===== src/rtl/sync_fifo_pkg.sv =====
// Shared constants and width helpers for the sync_fifo_gen2 family.
package sync_fifo_pkg;

  // Read-mode selectors for the SHOWAHEAD parameter.
  localparam int FIFO_NORMAL    = 0;
  localparam int FIFO_SHOWAHEAD = 1;

  // Occupancy counter width: must represent 0..depth inclusive.
  function automatic int cnt_w(input int depth);
    return $clog2(depth + 1);
  endfunction

  // Pointer width: indexes 0..depth-1 and wraps naturally for power-of-two depths.
  function automatic int addr_w(input int depth);
    return $clog2(depth);
  endfunction

endpackage


===== src/rtl/fifo_mem_2p.sv =====
// Register-array storage: one synchronous write port, one asynchronous read port.
// Contents are deliberately not reset; the pointers and counter define validity.
module fifo_mem_2p #(
  parameter int WIDTH = 8,
  parameter int DEPTH = 8,
  parameter int AW    = 3
) (
  input  logic             clk,
  input  logic             i_we,
  input  logic [AW-1:0]    i_waddr,
  input  logic [WIDTH-1:0] i_wdata,
  input  logic [AW-1:0]    i_raddr,
  output logic [WIDTH-1:0] o_rdata
);

  logic [WIDTH-1:0] r_mem [DEPTH];

  // Store the incoming word at the write address on an accepted write.
  always_ff @(posedge clk) begin
    if (i_we) begin
      r_mem[i_waddr] <= i_wdata;
    end
  end

  // The head word is always visible so show-ahead mode can present it directly.
  assign o_rdata = r_mem[i_raddr];

endmodule


===== src/rtl/sync_fifo_gen2.sv =====
// Single-clock FIFO: pointers, occupancy counter, status flags, error pulses
// and the normal/show-ahead output selection around a 2-port register array.
module sync_fifo_gen2
  import sync_fifo_pkg::*;
#(
  parameter int WIDTH      = 8,
  parameter int DEPTH      = 8,
  parameter int SHOWAHEAD  = 0,
  parameter int AFULL_LVL  = DEPTH - 2,
  parameter int AEMPTY_LVL = 2
) (
  input  logic                      clk,
  input  logic                      nrst,
  input  logic                      clear,
  input  logic                      wr_en,
  input  logic [WIDTH-1:0]          data_in,
  input  logic                      rd_en,
  output logic [WIDTH-1:0]          data_out,
  output logic                      full,
  output logic                      empty,
  output logic                      almost_full,
  output logic                      almost_empty,
  output logic [cnt_w(DEPTH)-1:0]   usedw,
  output logic                      overflow,
  output logic                      underflow
);

  localparam int AW = addr_w(DEPTH);
  localparam int CW = cnt_w(DEPTH);

  localparam logic [CW-1:0] FULL_CNT   = CW'(DEPTH);
  localparam logic [CW-1:0] AFULL_CNT  = CW'(AFULL_LVL);
  localparam logic [CW-1:0] AEMPTY_CNT = CW'(AEMPTY_LVL);

  // Parameter sanity checks, evaluated at elaboration.
  if (WIDTH < 1) begin : g_bad_width
    $error("sync_fifo_gen2: WIDTH must be >= 1");
  end
  if (DEPTH < 2 || (DEPTH & (DEPTH - 1)) != 0) begin : g_bad_depth
    $error("sync_fifo_gen2: DEPTH must be a power of two >= 2");
  end
  if (AFULL_LVL < 1 || AFULL_LVL > DEPTH) begin : g_bad_afull
    $error("sync_fifo_gen2: AFULL_LVL must be in 1..DEPTH");
  end
  if (AEMPTY_LVL < 0 || AEMPTY_LVL > DEPTH - 1) begin : g_bad_aempty
    $error("sync_fifo_gen2: AEMPTY_LVL must be in 0..DEPTH-1");
  end

  logic [AW-1:0]    r_wptr;
  logic [AW-1:0]    r_rptr;
  logic [CW-1:0]    r_usedw;
  logic [WIDTH-1:0] r_dout;
  logic             r_overflow;
  logic             r_underflow;

  logic             w_full;
  logic             w_empty;
  logic             w_wr_acc;
  logic             w_rd_acc;
  logic             w_mem_we;
  logic [WIDTH-1:0] w_rdata;
  logic [CW-1:0]    w_usedw_next;

  // Flags come straight from the counter register, so they never glitch.
  assign w_full   = (r_usedw == FULL_CNT);
  assign w_empty  = (r_usedw == '0);

  // A full FIFO refuses writes even when a read frees a slot in the same cycle.
  assign w_wr_acc = wr_en && !w_full;
  assign w_rd_acc = rd_en && !w_empty;

  // clear wins over any concurrent write, so the array is not touched then.
  assign w_mem_we = w_wr_acc && !clear;

  fifo_mem_2p #(
    .WIDTH (WIDTH),
    .DEPTH (DEPTH),
    .AW    (AW)
  ) u_mem (
    .clk     (clk),
    .i_we    (w_mem_we),
    .i_waddr (r_wptr),
    .i_wdata (data_in),
    .i_raddr (r_rptr),
    .o_rdata (w_rdata)
  );

  // Occupancy moves only when exactly one side of the FIFO is accepted.
  always_comb begin
    w_usedw_next = r_usedw;
    if (w_wr_acc && !w_rd_acc) begin
      w_usedw_next = r_usedw + CW'(1);
    end else if (!w_wr_acc && w_rd_acc) begin
      w_usedw_next = r_usedw - CW'(1);
    end
  end

  // Pointer, counter, registered read data and error-pulse state.
  always_ff @(posedge clk or negedge nrst) begin
    if (!nrst) begin
      r_wptr      <= '0;
      r_rptr      <= '0;
      r_usedw     <= '0;
      r_dout      <= '0;
      r_overflow  <= 1'b0;
      r_underflow <= 1'b0;
    end else if (clear) begin
      r_wptr      <= '0;
      r_rptr      <= '0;
      r_usedw     <= '0;
      r_dout      <= '0;
      r_overflow  <= 1'b0;
      r_underflow <= 1'b0;
    end else begin
      if (w_wr_acc) begin
        r_wptr <= r_wptr + AW'(1);
      end
      if (w_rd_acc) begin
        r_rptr <= r_rptr + AW'(1);
        r_dout <= w_rdata;
      end
      r_usedw     <= w_usedw_next;
      r_overflow  <= wr_en && w_full;
      r_underflow <= rd_en && w_empty;
    end
  end

  // Show-ahead exposes the head word directly; normal mode presents the popped word.
  assign data_out     = (SHOWAHEAD == FIFO_SHOWAHEAD) ? w_rdata : r_dout;

  assign full         = w_full;
  assign empty        = w_empty;
  assign almost_full  = (r_usedw >= AFULL_CNT);
  assign almost_empty = (r_usedw <= AEMPTY_CNT);
  assign usedw        = r_usedw;
  assign overflow     = r_overflow;
  assign underflow    = r_underflow;

endmodule

===== config.mk =====
export PLATFORM = sky130hd
export DESIGN_NAME = sync_fifo_gen2
export DESIGN_NICKNAME = d
export VERILOG_FILES = /design/src/rtl/sync_fifo_pkg.sv /design/src/rtl/fifo_mem_2p.sv /design/src/rtl/sync_fifo_gen2.sv
export SDC_FILE = /design/constraint.sdc
export NUM_CORES = 1
export LEC_CHECK = 0
export ABC_AREA = 1
export CORE_MARGIN = 8
export CORE_UTILIZATION = 35
export DETAILED_ROUTE_END_ITERATION = 12
export GPL_TIMING_DRIVEN = 0
export HOLD_SLACK_MARGIN = 0.15
export PLACE_DENSITY = 0.58
export SKIP_CTS_REPAIR_TIMING = 1
export SYNTH_ARGS = -nofsm -noshare
export SYNTH_HDL_FRONTEND = slang
export SYNTH_SLANG_ARGS = --single-unit

===== constraint.sdc =====
create_clock -name clk -period 4.6 [get_ports clk]
set_input_delay 0.92 -clock clk [delete_from_list [all_inputs] [get_ports clk]]
set_output_delay 0.92 -clock clk [all_outputs]
set_load 0.01 [all_outputs]

Word level (Yosys, flattened, before mapping)
Memory sizes are Yosys's and may differ from the RTL's.
Index checks and enable logic that the tools add are counted.
Operators by class
  add/subtract/negate cells: 4
  multipliers: 0
  divide/modulo/power cells: 0
  $lt $le $gt $ge: 2
  equal/unequal tests: 1
  shift-type cells: 0
  multiplexer cells: 13
  bitwise gates (word level): 0
  reduce and logical (&&, ||, !) cells: 16
Operator list (count)
  8-bit two-way mux: 2
  3-bit two-way mux: 4
  4-bit two-way mux: 3
  1-bit logical AND: 7
  3-bit by 1-bit adder with 3-bit output, second input constant: 2
  1-bit zero test: 5
  4-bit by 1-bit adder with 4-bit output, second input constant: 1
  4-bit equality test, second input constant: 1
  4-bit by 3-bit greater-or-equal comparator with 1-bit output, second input constant: 1
  4-bit by 2-bit less-or-equal comparator with 1-bit output, second input constant: 1
  4-bit zero test: 1
  1-bit two-way mux: 4
  2-bit nonzero test: 2
  4-bit by 1-bit subtractor with 4-bit output, second input constant: 1
  3-bit nonzero test: 1
Storage, ports and cells
  register bits: 20
  latch bits: 0
  memory bits (writable): 64
  memory bits (read-only): 0
  output and inout bits: 18
  word-level logic and storage cells: 43
  memories: 1
Memories
  u_mem.r_mem: words 8, bits a word 8, rd ports 1, clocked after memory_dff 0, write ports 1, RTL line fifo_mem_2p.sv:16  | logic [WIDTH-1:0] r_mem [DEPTH];

Longest topological paths before layout
  depth in word-level cells: 8
  gate-level depth with buffers: 11
  mapped depth without buffers: 11

By module
Synthesis repeated with hierarchy kept, for this count alone.
Unflattened totals
  cell total of the unflattened synthesis: 416
  area, all modules: 3957.5 um^2
Modules (own cells, without submodules)
  fifo_mem_2p: times used 1, cells each 295, area an instance 2890.3 um^2
  sync_fifo_gen2: times used 1, cells each 121, area an instance 1067.3 um^2

Least setup slack after synthesis
No wires, ideal clock.
  path kind: input -> register
  start point: input clear
  end point: memory u_mem.r_mem[4][0] (enable)
  library setup time: 0.370 ns
  arrival: 1.813 ns
  data required time: 4.230 ns
  setup slack: 2.417 ns
  cell stages on the path: 4
  path buffers: 1
  cell sequence: clkbuf_1 nor2_1 nand2_1 nor2_1
Between the ends
  word-level cells in the longest chain between the ends: 4
RTL lines
  start, declared: RTL line sync_fifo_gen2.sv:14  | input logic clear,
  1-bit zero test: RTL line sync_fifo_gen2.sv:73  | assign w_mem_we = w_wr_acc && !clear;
  1-bit logical AND: RTL line sync_fifo_gen2.sv:73
  1-bit two-way mux: RTL line fifo_mem_2p.sv:20  | if (i_we) begin
  1-bit two-way mux (implied by the code): RTL line fifo_mem_2p.sv:21  | r_mem[i_waddr] <= i_wdata;
  end, declared: RTL line fifo_mem_2p.sv:16
No other way between the ends.

Worst setup path after layout
  start point: input wr_en
  end point: memory u_mem.r_mem[1][1] (enable)
Between the ends
  word-level cells in the longest chain between the ends: 4
RTL lines
  start, declared: RTL line sync_fifo_gen2.sv:15  | input logic wr_en,
  1-bit logical AND: RTL line sync_fifo_gen2.sv:69  | assign w_wr_acc = wr_en && !w_full;
  1-bit logical AND: RTL line sync_fifo_gen2.sv:73
  1-bit two-way mux: RTL line fifo_mem_2p.sv:20
  1-bit two-way mux (implied by the code): RTL line fifo_mem_2p.sv:21
No other way between the ends.

==> impl_metrics.xml <==
<?xml version="1.0" encoding="UTF-8"?>
<metrics>
  <group name="outcome">
    <metric name="run_status" unit="">completed</metric>
  </group>
  <group name="hold_path">
    <metric name="worst_hold_path.num_cells" unit="">2</metric>
    <metric name="hold_path_end" unit="">data_out[1]</metric>
    <metric name="worstHoldStart" unit="">data_out[1]</metric>
    <metric name="hold_class" unit="">reg -&gt; reg</metric>
  </group>
  <group name="timing">
    <metric name="report.final.slew_viol_count" unit="">0</metric>
    <metric name="maximum_frequency_from_static_timing_analysis" unit="MHz">366</metric>
    <metric name="post-route-worst-setup-slack" unit="ps">1870</metric>
    <metric name="clock_skew" unit="ps">7.38</metric>
    <metric name="worst_slew_pin_slew" unit="ps">1010</metric>
    <metric name="relSlewSlack" unit="">0.324</metric>
    <metric name="finalWorstPathRequiredPeriod" unit="ps">2730</metric>
    <metric name="grt_setup_unrepaired" unit="">false</metric>
    <metric name="totalNegativeSetupSlack" unit="ps">0</metric>
    <metric name="min_period_over_period" unit="">0.594</metric>
    <metric name="setup_viol" unit="">0</metric>
    <metric name="endpoints_failing_hold" unit="">0</metric>
  </group>
  <group name="synth">
    <metric name="synth_fa_ha_area_frac" unit="">0.0199</metric>
    <metric name="yosys.cell_count.top_type" unit="">edfxtp_1</metric>
    <metric name="largest_family_of_logic_cells_by_synthesized_area" unit="">simple AND/OR/NAND/NOR gates</metric>
    <metric name="synthesis.area_per_instance" unit="um2">11.6</metric>
    <metric name="ys_dominant_reg_cell" unit="">edfxtp_1</metric>
    <metric name="synth_sequential_area_ratio" unit="">0.686</metric>
    <metric name="share_of_yosys_cell_area_claimed_by_the_top_area_cell_type" unit="">0.544</metric>
    <metric name="netlist-cell-type-count" unit="">26</metric>
    <metric name="synth_largest_area_cell" unit="">edfxtp_1</metric>
    <metric name="netlist_top_cells_count" unit="">64 x edfxtp_1, 55 x nor2_1, 42 x o21ai_0</metric>
    <metric name="synth.ff_latch_count" unit="">84</metric>
    <metric name="synth-xor-area-share" unit="">0.00248</metric>
    <metric name="syn_area" unit="um2">3530</metric>
    <metric name="post_synth_mux_area_share" unit="">0</metric>
    <metric name="postSynthCellCount" unit="">305</metric>
    <metric name="synth_compound_area_frac" unit="">0.113</metric>
    <metric name="synth_fp_nets" unit="">323</metric>
    <metric name="share_of_synthesized_cell_area_in_and_or_nand_and_nor_gates" unit="">0.143</metric>
    <metric name="number_of_warnings_issued_by_yosys" unit="">0</metric>
    <metric name="netlist_top_cells_area" unit="">edfxtp_1 54%, dfrtp_1 14%, o21ai_0 6.0%, nor2_1 5.8%, nand2_1 3.7%</metric>
    <metric name="async_flop_share" unit="">0.238</metric>
    <metric name="synth-edff-count" unit="">64</metric>
  </group>
  <group name="global_route">
    <metric name="grt_first_pass_wirelength" unit="mm">12.0</metric>
    <metric name="grt_overflow" unit="">0</metric>
    <metric name="grt_max_degree" unit="">21</metric>
    <metric name="grt_use_total" unit="">0.120</metric>
    <metric name="initial_antenna_violation_count" unit="">0</metric>
    <metric name="first_global_vias" unit="">2240</metric>
  </group>
  <group name="cts">
    <metric name="worst_setup_hold_path_clk_slew" unit="ps">80</metric>
    <metric name="clk-insertion-delay-late" unit="ps">350</metric>
    <metric name="clockBufferDepth" unit="">2</metric>
    <metric name="tritoncts" unit="">built</metric>
    <metric name="numClockSinks" unit="">84</metric>
    <metric name="cts_made_buffers" unit="">9</metric>
    <metric name="ctsHtreeMaxLevel" unit="">3</metric>
    <metric name="clock-root-buffer" unit="">clkbuf_8</metric>
  </group>
  <group name="cells_and_area">
    <metric name="num-fill-cells" unit="">959</metric>
    <metric name="antenna-diode-count" unit="">0</metric>
    <metric name="drive_gt1_frac" unit="">0.111</metric>
    <metric name="final-seq-area" unit="um2">2420</metric>
    <metric name="area_growth_syn_to_layout" unit="%">18.9</metric>
    <metric name="fin_nets" unit="">363</metric>
    <metric name="multi_input_area" unit="um2">981</metric>
  </group>
  <group name="power_and_ir_drop">
    <metric name="power.static_leakage" unit="nW">1.56</metric>
    <metric name="cellPowerDensity" unit="nW/um2">530</metric>
    <metric name="ir_drop" unit="V">0.000193</metric>
  </group>
  <group name="floorplan">
    <metric name="die_wd" unit="um">116</metric>
    <metric name="die-area" unit="um2">13600</metric>
    <metric name="die_h" unit="um">116</metric>
    <metric name="rows" unit="">36</metric>
    <metric name="floorplan.core_area" unit="um2">9770</metric>
    <metric name="io-pin-count" unit="">31</metric>
    <metric name="floorplan.initialDensity" unit="">0.361</metric>
  </group>
  <group name="setup_path">
    <metric name="worst_r2r_endpoint" unit="">u_mem.r_mem[1][1]</metric>
    <metric name="crit_fanout" unit="">8</metric>
    <metric name="critical_path_at" unit="ps">2700</metric>
    <metric name="cp.required" unit="ps">4570</metric>
    <metric name="critPathLaunchType" unit="">primary input</metric>
    <metric name="type_of_destination_of_the_critical_path" unit="">flop</metric>
    <metric name="worstRegToRegCells" unit="">7</metric>
    <metric name="r2r_slack" unit="ps">2310</metric>
    <metric name="worstReg2RegStart" unit="">usedw[3]</metric>
    <metric name="timing_worst_setup_path_type" unit="">in -&gt; reg</metric>
  </group>
  <group name="placed_design">
    <metric name="dp.final_hpwl" unit="mm">5.13</metric>
    <metric name="gp_congestion" unit="">0.759</metric>
    <metric name="number_of_buffer_cells_added_on_primary_ports" unit="">29</metric>
    <metric name="placement.setup.worst_slack" unit="ps">1480</metric>
  </group>
  <group name="route">
    <metric name="vias" unit="">2302</metric>
    <metric name="route.detailed.drc" unit="">0</metric>
    <metric name="route.detailed.wl_per_inst" unit="um">16.0</metric>
    <metric name="sum_of_routed_wire_length_over_all_layers" unit="mm">7.71</metric>
    <metric name="antenna_left" unit="">0</metric>
    <metric name="avgViaCountPerCell" unit="">4.77</metric>
    <metric name="firstDrtPassIters" unit="">7</metric>
    <metric name="drt_iter0_markers" unit="">115</metric>
  </group>
  <group name="flow_run">
    <metric name="max_cap_violations" unit="">0</metric>
  </group>
</metrics>
==> flip-flops by register name, indices dropped and copies added, names as in the netlist <==
name         count
r_rptr           3
overflow         1
r_wptr           3
usedw            4
underflow        1
data_out         8
u_mem.r_mem     64
==> worst max-delay path: stages <==
cell             delay (ps)
clkdlybuf4s50_1         570
nand2_2                  90
nor2_1                  180
nand2_1                 140
nor2_1                  780
==> logic make-up after synthesis <==
logic type,Yosys count
simple gates,113
flops,84
compound gates,72
buf+inv,30
fa+ha+maj,5
xor+xnor,1
==> cells in the final DEF, fill, tap and decap left out, types with 2 or more instances in the layout <==
cell / instances
o21ai_1: 10
dfrtp_1: 20
nand2_4: 2
o21ai_0: 42
bufinv_16: 2
clkinv_2: 2
clkbuf_1: 3
edfxtp_1: 64
nand2_2: 3
nand2_1: 35
nor3_1: 2
o221ai_1: 5
nor2_2: 2
o211ai_1: 5
clkbuf_8: 9
a21oi_1: 7
nor2_1: 55
buf_2: 11
o21a_1: 2
inv_1: 14
nor2_4: 3
clkdlybuf4s50_1: 29
inv_2: 3
ha_1: 4
nand3_1: 10
==> routing by layer <==
metal | global-route usage | vias to the layer above | routed length (um)
met3 | 0.0238 | 6 | 356
met1 | 0.151 | 1098 | 3490
li1 | - | 1146 | -
met5 | 0 | - | 0
met2 | 0.198 | 52 | 3790
met4 | 0.0493 | 0 | 72
==> power by group <==
| part | total [mW] | internal, mW | switching (mW) |
|---|---|---|---|
| clock network | 0.558 | 0.305 | 0.254 |
| logic | 0.727 | 0.293 | 0.434 |
| registers | 0.939 | 0.885 | 0.0540 |
| total | 2.22 | 1.48 | 0.742 |
==> worst max-delay path by stage <==
stage | startpoint | to | slack [ps] | cells past startpoint
after floorplan | clear | u_mem.r_mem[4][0] | 2420 | 4
after global routing | wr_en | u_mem.r_mem[0][6] | 1740 | 5
after CTS | wr_en | u_mem.r_mem[1][1] | 1840 | 5
after detailed placement | wr_en | u_mem.r_mem[1][1] | 1480 | 5
final | wr_en | u_mem.r_mem[1][1] | 1870 | 5
after global placement | wr_en | u_mem.r_mem[1][1] | 1570 | 5
==> area by class of cell <==
cell class / count / area share
inverter: 18 / 0.0161
multi-input combinational: 191 / 0.234
buffer: 12 / 0.0140
sequential: 84 / 0.577
clock inverter: 5 / 0.0185
timing repair buffer: 29 / 0.0692
clock buffer: 11 / 0.0313
tap: 133 / 0.0397
==> through the flow <==
stage / util / hold WS, ps / total power [mW] / cells / area [um2]
2_1_floorplan: - / 516 / 1.40 / 305 / 3530
3_5_place_dp: 0.408 / 470 / 1.69 / 467 / 3990
3_3_place_gp: 0.408 / 469 / 1.68 / 467 / 3990
6_report: 0.429 / 485 / 2.22 / 483 / 4200
4_1_cts: 0.429 / 492 / 2.25 / 483 / 4200
5_1_grt: 0.429 / 526 / 2.36 / 483 / 4200
No activity file was read; power rests on OpenSTA's default activity.
